==> src/rtl/alu_unit.sv <==
// ALU execute stage: in-order issue queue feeding one RV32I integer operation per cycle
// into a registered result that drives the ALU lane of the common data bus.
module alu_unit #(
    parameter int DEPTH = 4,
    parameter int ROB_W = 5
) (
    input  logic             clk_in,
    input  logic             rst_in,
    input  logic             rdy_in,
    input  logic             _clear,
    input  logic             _alu_ready,
    input  logic [ROB_W-1:0] _alu_rob_id,
    input  logic [2:0]       _alu_op,
    input  logic             _alu_alt,
    input  logic [31:0]      _alu_v1,
    input  logic [31:0]      _alu_v2,
    output logic             _alu_full,
    input  logic             _cdb_stall,
    output logic             _cdb_ready,
    output logic [ROB_W-1:0] _cdb_rob_id,
    output logic [31:0]      _cdb_value
);

    localparam int PTR_W = (DEPTH > 1) ? $clog2(DEPTH) : 1;
    localparam int CNT_W = PTR_W + 1;

    function automatic logic [31:0] alu_eval(
        input logic [2:0]  op,
        input logic        alt,
        input logic [31:0] a,
        input logic [31:0] b
    );
        logic signed [31:0] sa;
        logic signed [31:0] sb;
        logic [4:0]         sh;
        sa = a;
        sb = b;
        sh = b[4:0];
        alu_eval = '0;
        case (op)
            3'd0: alu_eval = alt ? (a - b) : (a + b);
            3'd1: alu_eval = a << sh;
            3'd2: alu_eval = {31'd0, (sa < sb)};
            3'd3: alu_eval = {31'd0, (a < b)};
            3'd4: alu_eval = a ^ b;
            3'd5: alu_eval = alt ? $unsigned(sa >>> sh) : (a >> sh);
            3'd6: alu_eval = a | b;
            3'd7: alu_eval = a & b;
            default: alu_eval = '0;
        endcase
    endfunction

    // Issue queue storage (data only, never reset)
    logic [ROB_W-1:0] r_q_tag [DEPTH];
    logic [2:0]       r_q_op  [DEPTH];
    logic             r_q_alt [DEPTH];
    logic [31:0]      r_q_v1  [DEPTH];
    logic [31:0]      r_q_v2  [DEPTH];

    logic [PTR_W-1:0] r_wr_ptr;
    logic [PTR_W-1:0] r_rd_ptr;
    logic [CNT_W-1:0] r_count;

    logic             r_out_vld_p1;
    logic [ROB_W-1:0] r_out_tag_p1;
    logic [31:0]      r_out_val_p1;

    logic             w_push;
    logic             w_pop;
    logic             w_consume;
    logic             w_flush;
    logic [31:0]      w_head_res;

    assign _alu_full  = rdy_in & (r_count < CNT_W'(DEPTH));
    assign w_flush    = rdy_in & _clear;
    assign w_push     = _alu_ready & _alu_full & ~_clear;
    assign w_consume  = r_out_vld_p1 & ~_cdb_stall & rdy_in;
    // A pop refills the output register on the same edge it drains, so no bubble
    assign w_pop      = rdy_in & ~_clear & (r_count != '0) & (~r_out_vld_p1 | w_consume);
    assign w_head_res = alu_eval(r_q_op[r_rd_ptr], r_q_alt[r_rd_ptr],
                                 r_q_v1[r_rd_ptr], r_q_v2[r_rd_ptr]);

    assign _cdb_ready  = r_out_vld_p1 & rdy_in;
    assign _cdb_rob_id = r_out_tag_p1;
    assign _cdb_value  = r_out_val_p1;

    // Stage p0: queue write
    always_ff @(posedge clk_in) begin
        if (w_push) begin
            r_q_tag[r_wr_ptr] <= _alu_rob_id;
            r_q_op[r_wr_ptr]  <= _alu_op;
            r_q_alt[r_wr_ptr] <= _alu_alt;
            r_q_v1[r_wr_ptr]  <= _alu_v1;
            r_q_v2[r_wr_ptr]  <= _alu_v2;
        end
    end

    always_ff @(posedge clk_in or negedge rst_in) begin
        if (!rst_in) begin
            r_wr_ptr <= '0;
            r_rd_ptr <= '0;
            r_count  <= '0;
        end else if (w_flush) begin
            r_wr_ptr <= '0;
            r_rd_ptr <= '0;
            r_count  <= '0;
        end else begin
            if (w_push) r_wr_ptr <= r_wr_ptr + PTR_W'(1);
            if (w_pop)  r_rd_ptr <= r_rd_ptr + PTR_W'(1);
            case ({w_push, w_pop})
                2'b10:   r_count <= r_count + CNT_W'(1);
                2'b01:   r_count <= r_count - CNT_W'(1);
                default: r_count <= r_count;
            endcase
        end
    end

    // Stage p1: result register driving the CDB
    always_ff @(posedge clk_in or negedge rst_in) begin
        if (!rst_in) begin
            r_out_vld_p1 <= 1'b0;
            r_out_tag_p1 <= '0;
            r_out_val_p1 <= '0;
        end else if (w_flush) begin
            r_out_vld_p1 <= 1'b0;
        end else if (w_pop) begin
            r_out_vld_p1 <= 1'b1;
            r_out_tag_p1 <= r_q_tag[r_rd_ptr];
            r_out_val_p1 <= w_head_res;
        end else if (w_consume) begin
            r_out_vld_p1 <= 1'b0;
        end
    end

endmodule

==> config.mk <==
export PLATFORM = sky130hd
export DESIGN_NAME = alu_unit
export DESIGN_NICKNAME = d
export VERILOG_FILES = /design/src/rtl/alu_unit.sv
export SDC_FILE = /design/constraint.sdc
export NUM_CORES = 1
export LEC_CHECK = 0
export CAP_MARGIN = 0
export CELL_PAD_IN_SITES_DETAIL_PLACEMENT = 0
export CELL_PAD_IN_SITES_GLOBAL_PLACEMENT = 1
export CORE_ASPECT_RATIO = 1.2
export CORE_MARGIN = 3
export CORE_UTILIZATION = 42
export DETAILED_ROUTE_END_ITERATION = 16
export GPL_TIMING_DRIVEN = 0
export PLACE_DENSITY = 0.83
export SETUP_SLACK_MARGIN = 0.4
export SLEW_MARGIN = 10
export SYNTH_ARGS = -nofsm -noshare
export SYNTH_HDL_FRONTEND = slang
export SYNTH_SLANG_ARGS = --single-unit
==> constraint.sdc <==
create_clock -name clk_in -period 4.9 [get_ports clk_in]
set_clock_uncertainty 0.1 [all_clocks]
set_input_delay 0.98 -clock clk_in [delete_from_list [all_inputs] [get_ports clk_in]]
set_output_delay 0.98 -clock clk_in [all_outputs]
set_load 0.01 [all_outputs]
; ---- Word-level counts from Yosys, hierarchy flattened
; Memory sizes are Yosys's and may differ from the RTL's. A register that Yosys moved wholly into a read port is not among the register bits.
; Cells that the tools add are included.
[word_totals]
regBits = 40
ram_bits = 292
in_bits = 79
elab_cells = 71
mem_count = 5
[memory_table]
columns = name, words, width, rd, rd_clocked_by_memory_dff, write_ports, line_no
row1 = r_q_v1, 4, 32, 1, 0, 1, 57  ; logic [31:0] r_q_v1 [DEPTH];
row2 = r_q_v2, 4, 32, 1, 0, 1, 58  ; logic [31:0] r_q_v2 [DEPTH];
row3 = r_q_tag, 4, 5, 1, 1, 1, 54  ; logic [ROB_W-1:0] r_q_tag [DEPTH];
row4 = r_q_op, 4, 3, 1, 0, 1, 55  ; logic [2:0] r_q_op [DEPTH];
row5 = r_q_alt, 4, 1, 1, 0, 1, 56  ; logic r_q_alt [DEPTH];
[classes]
n_addsub = 6
magnitude_cmp = 3
n_eq_ne = 9
n_shift = 3
mux = 14
bitwise = 18
reduce_logical = 8
[op_table]
columns = operator, n
row1 = 32-bit one-hot mux with 8 select lines, 1
row2 = 32-bit < comparator, 2
row3 = 32-bit two-way mux, 2
row4 = 32-bit adder, 1
row5 = 32-bit AND, 1
row6 = 32-bit bitwise OR, 1
row7 = 32-bit by 5-bit << shifter with 32-bit output, 1
row8 = 32-bit by 5-bit right shift with 32-bit output, 1
row9 = 32-bit by 5-bit >>> shifter with 32-bit output, 1
row10 = 32-bit subtractor, 1
row11 = 32-bit bitwise XOR, 1
row12 = 3-bit == test (second input constant), 4
row13 = 1-bit AND, 10
row14 = 3-bit nonzero test, 3
row15 = 2-bit two-way mux, 4
row16 = 3-bit by 2-bit == test with 1-bit output (second input constant), 2
row17 = 3-bit one-hot mux with 2 select lines, 1
row18 = 1-bit two-way mux, 5
row19 = 2-bit by 1-bit adder with 2-bit output (second input constant), 2
row20 = 1-bit NOT, 4
row21 = 2-bit nonzero test, 2
row22 = 3-bit by 1-bit adder with 3-bit output (second input constant), 1
row23 = 3-bit by 1-bit == test with 1-bit output (second input constant), 1
row24 = 3-bit logical NOT, 1
row25 = 8 further kinds, 8

; ---- Depth between registers and ports, before layout
; Gate-level depths: netlist of the first run.
[logic_depth]
depth_word = 8
depth_mapped = 19

; ---- Worst setup path after synthesis of the first run
; Ideal clock, no wire load.
[synth_path]
kind = flip-flop to flip-flop
startpoint = register r_rd_ptr[0]
endpoint = register r_out_val_p1[31], in the netlist _cdb_value[31]
setup_time_ns = 0.132
t_arrival_ns = 4.745
path_slack_ns = -0.076
stages_incl_launch_ff = 20
period_less_slack_ns = 4.976
path_cell_list = dfrtp_1 -> buf_6 -> buf_4 -> buf_6 -> buf_6 -> buf_1 -> mux4_2 -> inv_1 -> ha_1 -> clkbuf_1 -> nor4_1 -> and2_1 -> clkbuf_1 -> nand3_1 -> or3_1 -> nand3_1 -> a21oi_1 -> o41ai_1 -> a2111oi_0 -> or3b_1
[synth_via]
elab_chain_cells = 4
word_cells_on_any_way = 23
cone_classes = add/sub: 2 / eq/ne: 7 / shift: 3 / mux: 3 / bitwise: 3 / reduce/logical: 1 / memory: 4
[synth_lines]
columns = item, line_no
row1 = "start, declared", 61  ; logic [PTR_W-1:0] r_rd_ptr;
row2 = "start signal, assigned", 109  ; if (w_pop) r_rd_ptr <= r_rd_ptr + PTR_W'(1);
row3 = "memory 4 x 32 bit, on equally long branches", -
row4 = 32-bit adder (tied with other cells), 41  ; 3'd0: alu_eval = alt ? (a - b) : (a + b);
row5 = "32-bit two-way mux, on equally long branches", "41, 46"
row6 = 32-bit one-hot mux with 8 select lines (*), 40  ; case (op)
row7 = "end signal, assigned", 129  ; r_out_val_p1 <= w_head_res;
row8 = "end, declared", 66  ; logic [31:0] r_out_val_p1;
; Mark *: on every way between the ends. The rest lies on a longest branch, timed or not.
; A chain may end at the register's enable or synchronous reset.

; ---- Final worst setup path of the first run
; Ends and elaborated chain as after synthesis.

==> results of run 1 <==
-- sequential cells by signal (all words and copies together), names as in the netlist --
signal / cells
r_out_vld_p1: 1
_cdb_rob_id: 5
r_q_v1: 128
r_q_tag: 20
r_rd_ptr: 2
r_q_op: 12
r_q_alt: 4
r_wr_ptr: 2
_cdb_value: 32
r_count: 3
r_q_v2: 128
-- logic make-up after synthesis --
logic type / count (synthesis)
AO/OA/AOI/OAI: 532
AND/OR/NAND/NOR: 499
flip-flops: 337
buffers and inverters: 226
multiplexers: 200
adder cells (fa/ha/maj): 104
XOR/XNOR: 20
-- path summary, 6_finish.rpt --
| path | slack, ns | start | cells after the start | to |
|---|---|---|---|---|
| setup / recovery | 0.35 | r_rd_ptr[0] | 19 | _cdb_value[31] |
| hold / removal | 0.28 | rst_in | 1 | _cdb_value[7] |
| setup reg to reg | 0.35 | r_rd_ptr[0] | 19 | _cdb_value[31] |
| hold reg to reg | 0.39 | _cdb_value[14] | 2 | _cdb_value[14] |
| max in group asynchronous | 3.81 | rst_in | 2 | r_rd_ptr[1] |
| min in group clk_in | 0.39 | _cdb_value[14] | 2 | _cdb_value[14] |
-- through the flow --
stage | instance area, um2 | TNS [ns]
4_1_cts | 25400 | 0
2_1_floorplan | 20960 | 0
5_1_grt | 26140 | 0
3_3_place_gp | 22910 | -602.19
3_5_place_dp | 23060 | -22.95
6_report | 26150 | 0
-- placed cells by master (no fill, tap or decap), types with 11 or more instances in the layout --
master	count
clkbuf_16	36
o31ai_1	13
mux2i_1	95
a211oi_1	22
mux2_2	23
a22oi_1	12
a31oi_1	24
nand3_1	32
nor2_1	155
mux4_2	66
inv_2	16
ha_4	14
o21bai_1	11
edfxtp_1	292
dfrtp_1	44
a21oi_2	12
inv_1	74
buf_12	15
a221oi_1	23
a21oi_1	109
o211ai_1	32
xnor2_1	15
buf_4	86
clkdlybuf4s50_1	115
nand2_1	180
buf_2	19
buf_6	18
clkbuf_1	50
ha_1	82
nor3_1	34
o21ai_0	108
o21ai_1	22
-- layer usage --
metal | track usage, % | routed length, um | vias to the layer above | part of all wire, %
met4 | 18.76 | 6099 | 0 | 6.8
li1 | - | - | 7776 | -
met2 | 52.47 | 41020 | 1006 | 46
met1 | 43.67 | 35240 | 9036 | 39
met3 | 5.449 | 7439 | 245 | 8.3
met5 | 0 | 0 | - | 0
-- worst register-to-register path, delay by kind of cell, from the launching register on --
family,cells,cell delay (ns)
buffers and inverters,7,1.13
muxes,2,0.43
AOI/OAI and AO/OA,4,1.19
DFF,1,0.43
adders and majority gates,1,0.31
and+or+nand+nor,5,0.88
-- where the power goes --
part | total, mW | switching, mW | internal (mW) | leakage, nW
combinational | 13.0 | 8.27 | 4.75 | 5.77
clock | 2.73 | 1.18 | 1.55 | 0.564
sequential | 3.57 | 0.196 | 3.37 | 3.17
-- final cells by class --
cell class | instances | area [um2] | area share (%)
diodes | 1 | 2.502 | 0.009571
plain buffers | 130 | 1066 | 4.077
clock buffers | 44 | 950.9 | 3.637
clock inverters | 19 | 203.9 | 0.7801
inverters | 96 | 382.9 | 1.464
multi-input cells | 1355 | 10950 | 41.87
flip-flops and latches | 337 | 9896 | 37.85
well taps | 637 | 797.0 | 3.048
repair buffers | 201 | 1898 | 7.260
-- what timing repair did --
action / 4_1_cts / 5_1_grt
pin swaps: 30 / 43
resized for setup: 222 / 121
buffers inserted: 41 / 39
endpoints found under the setup margin: 30 / 29
endpoints found under the hold margin: 0 / 0
==> out/metrics.yaml, run 1 <==
run_status:
  outcome: "finished clean"
clock_tree:
  htreeDepth: 2
  cts.sinks: 337
  cts_buffer_depth: 3
  cts_tree: "done"
  clock_latency_ns: 0.58
  cts-root-buf: "clkbuf_16"
  cts_buffers: 36
  ctsHoldBuffers: 0
  cts.clk_slew.worst_paths_ns: 0.07
layout:
  area_growth_pct: 24.78
  fin_cells: 2820
  nets: 2340
  final_core_util_pct: 53.12
  nFillCells: 4383
  layout-drive-gt1-share_pct: 21.17
synth:
  synth.most_common_cell: "edfxtp_1"
  syn_area_um2: 20950
  netlist.area_leader.share_pct: 41.85
  synth_common_cells: "292 x edfxtp_1, 180 x nand2_1, 162 x nor2_1, 125 x a21oi_1, 114 x o21ai_0"
  synth_top_family_by_area: "compound AO/OA/AOI/OAI gates"
  ys_top_cells_by_area: "edfxtp_1 42%, mux4_2 7.1%, ha_1 6.0%"
  synth_mux_area_share_pct: 13.90
  synth.distinct_cells: 82
  synthFlopType: "edfxtp_1"
  syn_area_per_cell_um2: 10.92
  synth_cells: 1918
  yosys.area_share.simple_pct: 10.52
  synth_edf_count: 292
  synth-xor-area-share_pct: 0.8360
  synth_fp_nets: 2101
  ys_ff_latch: 337
  synth_top_area_cell: "edfxtp_1"
  ys_async_sr_fraction_pct: 13.35
  synth_fa_ha_area_share_pct: 6.318
  synth_seq_area_share_pct: 47.22
  yosys_warnings: 0
  synth-compound-area-share_pct: 16.60
placement:
  dp.final_hpwl_mm: 66.82
  port_buffers: 116
  gp_congestion: 1.008
  dp_cells: 2676
  dpl_worst_slack_ns: -1.935
global_routing:
  grt_pass1_vias: 17820
  grt_usage_pct: 33.25
  antenna_found_initial: 1
  grt-ovfl-total: 0
  grt_max_degree: 49
  grt_pass1_wl_mm: 126.8
floorplan:
  dieArea_um2: 52610
  rows: 89
  start_util_pct: 42.57
  io_pins: 118
  fp.dieW_um: 209.9
  core-area_um2: 49220
  die_h_um: 250.7
sta:
  tightest_slew_ns: 1.161
  worst_slack_ns: 0.3497
  grt_setup_unrepaired: "true"
  clock.fmax_mhz: 219.8
  fin_crit_ns: 4.550
  slew_violations: 0
  setup_viol: 0
  slew-limit-headroom_pct: 22.62
  period_share_pct: 92.86
  whs_ns: 0.2771
  hold_violations: 0
worst_setup_path:
  slowest_delay_ns: 0.43
  cpMostUsedCell: "buf_6"
  critPathKind: "reg -> reg"
  worst-path-buf-inv: 7
  cp-start-kind: "flip-flop"
  cpLargestDelayFamily: "compound AO/OA/AOI/OAI gates"
  cp_max_fo: 12
  crit_slowest_cell: "dfrtp_1"
  required_ns: 5.30
  cp-end-kind: "flip-flop"
  crit_chain: "buf_12 > buf_16 > buf_12 > mux2i_1 > mux2_4 > buf_6 > buf_6 > buf_6 > ha_4 > nor2_2 > o311a_1 > buf_4 > nor4b_4 > or3_4 > nand3_2 > a21oi_2 > o41ai_4 > a2111oi_2 > or3b_1"
  critPathArrivalTime_ns: 4.95
drt:
  totalWireLength_mm: 89.80
  ant_nets: 0
  drc: 0
  first_iter_violations: 2024
  vias: 18060
  wl_per_cell_um: 31.84
  viasPerCell: 6.405
  dr.pass1.iters: 6
job:
  max_cap_violations: 0
power_and_ir_drop:
  finalPower_mw: 19.32
  power.density_nw_per_um2: 739.0
  ir_drop_v: 0.0003709
  p_leak_nw: 9.499
hold_path:
  holdCritPathClass: "in -> async"
Note: power is estimated with default switching activity, not from simulation.
==> run 2: changes to the inputs <==
- GPL_TIMING_DRIVEN: 0 -> unset
==> out/metrics.yaml, run 2 (synthesis results as in run 1) <==
sta:
  slew-limit-headroom_pct: 18.98  # -3.6 points
  slew_violations: 0  # unchanged
  period_share_pct: 91.45  # -1.4 points
  tns_ns: 0  # unchanged
  fin_crit_ns: 4.481  # -0.06901 ns
  hold_violations: 0  # unchanged
  grt_setup_unrepaired: "true"
  tightest_slew_ns: 1.200  # +0.03932 ns
  setup_viol: 0  # unchanged
  clock.fmax_mhz: 223.2  # +1.5%
global_routing:
  grt_max_degree: 79  # +61%
  grt_pass1_wl_mm: 115.0  # -9.2%
  met1_usage_pct: 38.29  # -5.4 points
  grt_usage_pct: 29.57  # -3.7 points
  grt_use_met3_pct: 4.635  # -0.81 points
  use_met2_pct: 46.54  # -5.9 points
  grt_pass1_vias: 16780  # -5.8%
  top_usage_layer: "met2"
  antenna_found_initial: 4  # +3
  grt-ovfl-total: 0  # unchanged
worst_setup_path:
  r2r-start: "r_rd_ptr[0]"
  critPathKind: "reg -> reg"
  critPathArrivalTime_ns: 4.86  # -0.09 ns
  required_ns: 5.28  # -0.02 ns
  startpoint: "r_rd_ptr[0]"
  cp-start-kind: "flip-flop"
  cp_max_fo: 19  # +7
  cp-end-kind: "flip-flop"
floorplan:
  start_util_pct: 42.57  # unchanged
  core-area_um2: 49220  # unchanged
  rows: 89  # unchanged
  fp.dieW_um: 209.9  # unchanged
  die_h_um: 250.7  # unchanged
  io_pins: 118  # unchanged
  dieArea_um2: 52610  # unchanged
layout:
  diodes: 0  # -1
  nets: 2219  # -5.2%
  nFillCells: 4480  # +2.2%
  fin_cells: 2698  # -4.3%
  layout_commonest_cell: "edfxtp_1"
  layout-drive-gt1-share_pct: 13.88  # -7.3 points
  layout_common_cells: "292 x edfxtp_1, 180 x nand2_1, 161 x nor2_1"
  area_growth_pct: 16.45
run_status:
  outcome: "finished clean"
placement:
  dp_cells: 2628  # -1.8%
  dp.final_hpwl_mm: 59.90  # -10%
  gp_congestion: 1.032  # +2.4%
  port_buffers: 117  # +0.86%
clock_tree:
  cts.clk_slew.worst_paths_ns: 0.07  # about the same
  clock_latency_ns: 0.55  # -0.03 ns
  cts.sinks: 337  # unchanged
  cts_buffer_depth: 3  # unchanged
  cts_tree: "done"
  htreeDepth: 2  # unchanged
  cts-root-buf: "clkbuf_16"
  cts_buffers: 36  # unchanged
drt:
  totalWireLength_mm: 79.08  # -12%
  wl_per_cell_um: 29.31  # -8.0%
  vias: 16930  # -6.3%
  viasPerCell: 6.276  # -2.0%
  dr.pass1.iters: 6  # unchanged
  drc: 0  # unchanged
  ant_nets: 0  # unchanged
  first_iter_violations: 1764  # -13%
job:
  max_cap_violations: 0  # unchanged
power_and_ir_drop:
  ir_drop_v: 0.0003570  # -3.7%
  power.density_nw_per_um2: 696.6  # -5.7%
  p_leak_nw: 8.891  # -6.4%
hold_path:
  holdCritPathClass: "in -> async"
## run 2: final timing paths
path	end	slack, ns	cells after the start
hold / removal	_cdb_value[4]	0.32	1
hold reg to reg	_cdb_value[10]	0.40	1
setup / recovery	_cdb_value[29]	0.42	12
setup reg to reg	_cdb_value[29]	0.42	12
max in group asynchronous	r_rd_ptr[0]	3.65	2
min in group clk_in	_cdb_value[10]	0.40	1
## run 2: worst max-delay path, stage by stage, from the launching register on
cell	delay, ns
dfrtp_4	0.48
buf_12	0.21
mux4_2	0.66
inv_1	0.16
ha_1	0.38
nor4_2	0.45
o21ai_0	0.21
a31oi_2	0.32
o2111ai_1	0.28
o21a_1	0.28
o2111a_1	0.25
or4_1	0.51
nand3_1	0.10
## run 2: final cells by class
cell class                 instances  area [um2]  share of cell area (%)
inverter                          96       360.3                   1.477
clock buffer                      48       987.2                   4.046
clock inverter                    15       141.4                  0.5795
sequential                       337        9902                   40.58
multi-input combinational       1355       10210                   41.86
timing repair buffer             210        1997                   8.185
tap                              637       797.0                   3.267
## run 2: power breakdown
part / leakage (nW) / internal, mW / total [mW] / switching, mW
Combinational: 5.19 / 3.76 / 10.8 / 6.99
Clock: 0.538 / 1.53 / 2.64 / 1.12
Sequential: 3.17 / 3.37 / 3.60 / 0.226
Total: 8.89 / 8.67 / 17.0 / 8.33
## run 2: per-stage QoR
| stage | hold slack [ns] | cell area, um2 | utilization, % | total power, mW | setup slack [ns] |
|---|---|---|---|---|---|
| after floorplan | 0.3869 | 20960 | - | 10.09 | 0.2051 |
| after global placement | 0.3772 | 23130 | 46.99 | 14.02 | 0.3628 |
| after detailed placement | 0.3823 | 23130 | 46.99 | 13.97 | 0.3023 |
| after CTS | 0.3194 | 24270 | 49.31 | 16.69 | 0.4040 |
| after global routing | 0.3593 | 24400 | 49.57 | 17.83 | 0.2939 |
| final | 0.3187 | 24400 | 49.57 | 17.00 | 0.4187 |
## run 2: per-layer routing
metal / vias up / share of wire [%]
met5: - / 0.027
met1: 8324 / 39
met2: 868 / 46
met3: 206 / 7.0
met4: 4 / 7.6
li1: 7531 / -
## run 2: timing repair
item                       in CTS  in global routing
pin swaps                       0                  2
setup endpoints to repair       5                 11
hold buffers                    0                  0
setup buffers                   0                  7
gates resized for setup         4                 17
==> run 3: changes to the inputs <==
- CTS_BUF_LIST: unset -> sky130_fd_sc_hd__clkbuf_8
==> out/metrics.yaml, run 3 (synthesis results as in run 1) <==
layout:
  nFillCells: 4500  # +0.45%
  regArea_um2: 9902  # unchanged
  area_growth_pct: 16.83
  layout_common_cells: "292 x edfxtp_1, 180 x nand2_1, 162 x nor2_1"
  nets: 2238  # +0.86%
  layout_commonest_cell: "edfxtp_1"
  design_area_um2: 24480  # +0.33%
  multi_input_area_um2: 10210  # about the same
  layout-drive-gt1-share_pct: 15.03  # +1.2 points
global_routing:
  grt_pass1_wl_mm: 115.2  # +0.11%
  grt_usage_pct: 29.52  # -0.052 points
  grt_pass1_vias: 17000  # +1.3%
  grt-ovfl-total: 0  # unchanged
  grt_max_degree: 79  # unchanged
  antenna_found_initial: 4  # unchanged
sta:
  tightest_slew_ns: 1.140  # -0.06011 ns
  slew_violations: 0  # unchanged
  clock.fmax_mhz: 228.3  # +2.3%
  fin_crit_ns: 4.380  # -0.1010 ns
  setup_viol: 0  # unchanged
  worst_slack_ns: 0.5197  # +0.1010 ns
  period_share_pct: 89.39  # -2.1 points
  tns_ns: 0  # unchanged
  slew-limit-headroom_pct: 23.04  # +4.1 points
  grt_setup_unrepaired: "true"
  hold_violations: 0  # unchanged
clock_tree:
  cts_buffers: 55  # +53%
  cts-root-buf: "clkbuf_8"
  htreeDepth: 2  # unchanged
  clock_latency_ns: 0.64  # +0.09 ns
  cts_buffer_depth: 3  # unchanged
  cts_tree: "done"
  cts.sinks: 337  # unchanged
  cts.clk_slew.worst_paths_ns: 0.06  # about the same
drt:
  drc: 0  # unchanged
  vias: 17000  # +0.41%
  dr.pass1.iters: 7  # +1
  ant_nets: 0  # unchanged
  wl_per_cell_um: 28.81  # -1.7%
  viasPerCell: 6.203  # -1.2%
  first_iter_violations: 1705  # -3.3%
  totalWireLength_mm: 78.96  # -0.16%
floorplan:
  fp.dieW_um: 209.9  # unchanged
  dieArea_um2: 52610  # unchanged
  rows: 89  # unchanged
  core-area_um2: 49220  # unchanged
  io_pins: 118  # unchanged
  start_util_pct: 42.57  # unchanged
  die_h_um: 250.7  # unchanged
placement:
  dpl_worst_slack_ns: 0.3023  # unchanged
  port_buffers: 117  # unchanged
  gp_congestion: 1.032  # unchanged
  dp.final_hpwl_mm: 59.90  # unchanged
  dpl_cell_area_um2: 23130  # unchanged
worst_setup_path:
  r2r-start: "r_rd_ptr[0]"
  cp-end-kind: "flip-flop"
  cp_max_fo: 5  # -14
  required_ns: 5.30  # +0.02 ns
  critPathKind: "reg -> reg"
  critPathArrivalTime_ns: 4.78  # -0.08 ns
  startpoint: "r_rd_ptr[0]"
  cp-start-kind: "flip-flop"
power_and_ir_drop:
  power.density_nw_per_um2: 692.7  # -0.55%
  finalPower_mw: 16.96  # -0.22%
  ir_drop_v: 0.0003570  # about the same
  p_leak_nw: 9.006  # +1.3%
job:
  max_cap_violations: 0  # unchanged
hold_path:
  holdCritPathClass: "in -> async"
run_status:
  outcome: "finished clean"
run 3: worst max-delay path, stage by stage (launching register included):
cell and delay (ns):
dfrtp_4 0.48, mux4_4 0.76, ha_1 0.29, fa_1 0.47, nor2_1 0.18, o221ai_1 0.17
a21oi_2 0.26, o2111ai_1 0.26, a211o_1 0.35, a21oi_1 0.22, a211oi_1 0.11, o311ai_1 0.33
buf_4 0.18, a31oi_1 0.08
run 3: power breakdown:
group / leakage [nW] / internal (mW) / switching, mW
clock: 0.656 / 1.48 / 1.14
combinational: 5.18 / 3.76 / 6.98
sequential: 3.17 / 3.37 / 0.224
run 3: repair_timing:
| item | in CTS | in global routing |
|---|---|---|
| gates cloned | 0 | 0 |
| buffers inserted | 0 | 7 |
| hold buffers | 0 | 0 |
| pin swaps | 0 | 1 |
| setup endpoints to repair | 5 | 10 |
| gates resized for setup | 4 | 15 |
run 3: layer usage:
| metal | part of all wire (%) | vias to the layer above | global-route usage, % |
|---|---|---|---|
| met5 | 0.018 | - | 0 |
| met4 | 8.1 | 2 | 19.28 |
| met3 | 7.0 | 239 | 4.685 |
| met2 | 45 | 844 | 46.24 |
| met1 | 40 | 8332 | 38.04 |
| li1 | - | 7585 | - |
run 3: metrics by stage:
stage | hold WS (ns) | instances | util, %
floorplan | 0.3869 | 1918 | -
global placement | 0.3772 | 2628 | 46.99
detailed placement | 0.3823 | 2628 | 46.99
CTS | 0.2142 | 2732 | 49.48
global route | 0.2529 | 2740 | 49.73
finish | 0.2311 | 2741 | 49.74
run 3: worst paths after layout:
check | end | cells after the start | slack [ns]
setup / recovery | _cdb_value[0] | 13 | 0.52
hold / removal | r_count[1] | 1 | 0.23
setup reg to reg | _cdb_value[0] | 13 | 0.52
hold reg to reg | _cdb_value[10] | 1 | 0.40
max in group asynchronous | r_rd_ptr[0] | 2 | 3.72
min in group clk_in | _cdb_value[10] | 1 | 0.40
run 3: final cells by class:
type / instances / share of cell area, %
clock inverters: 39 / 1.288
inverters: 96 / 1.472
clock buffers: 65 / 3.654
well taps: 637 / 3.256
repair buffers: 210 / 8.157
diodes: 2 / 0.02044
flip-flops and latches: 337 / 40.45
multi-input cells: 1355 / 41.70
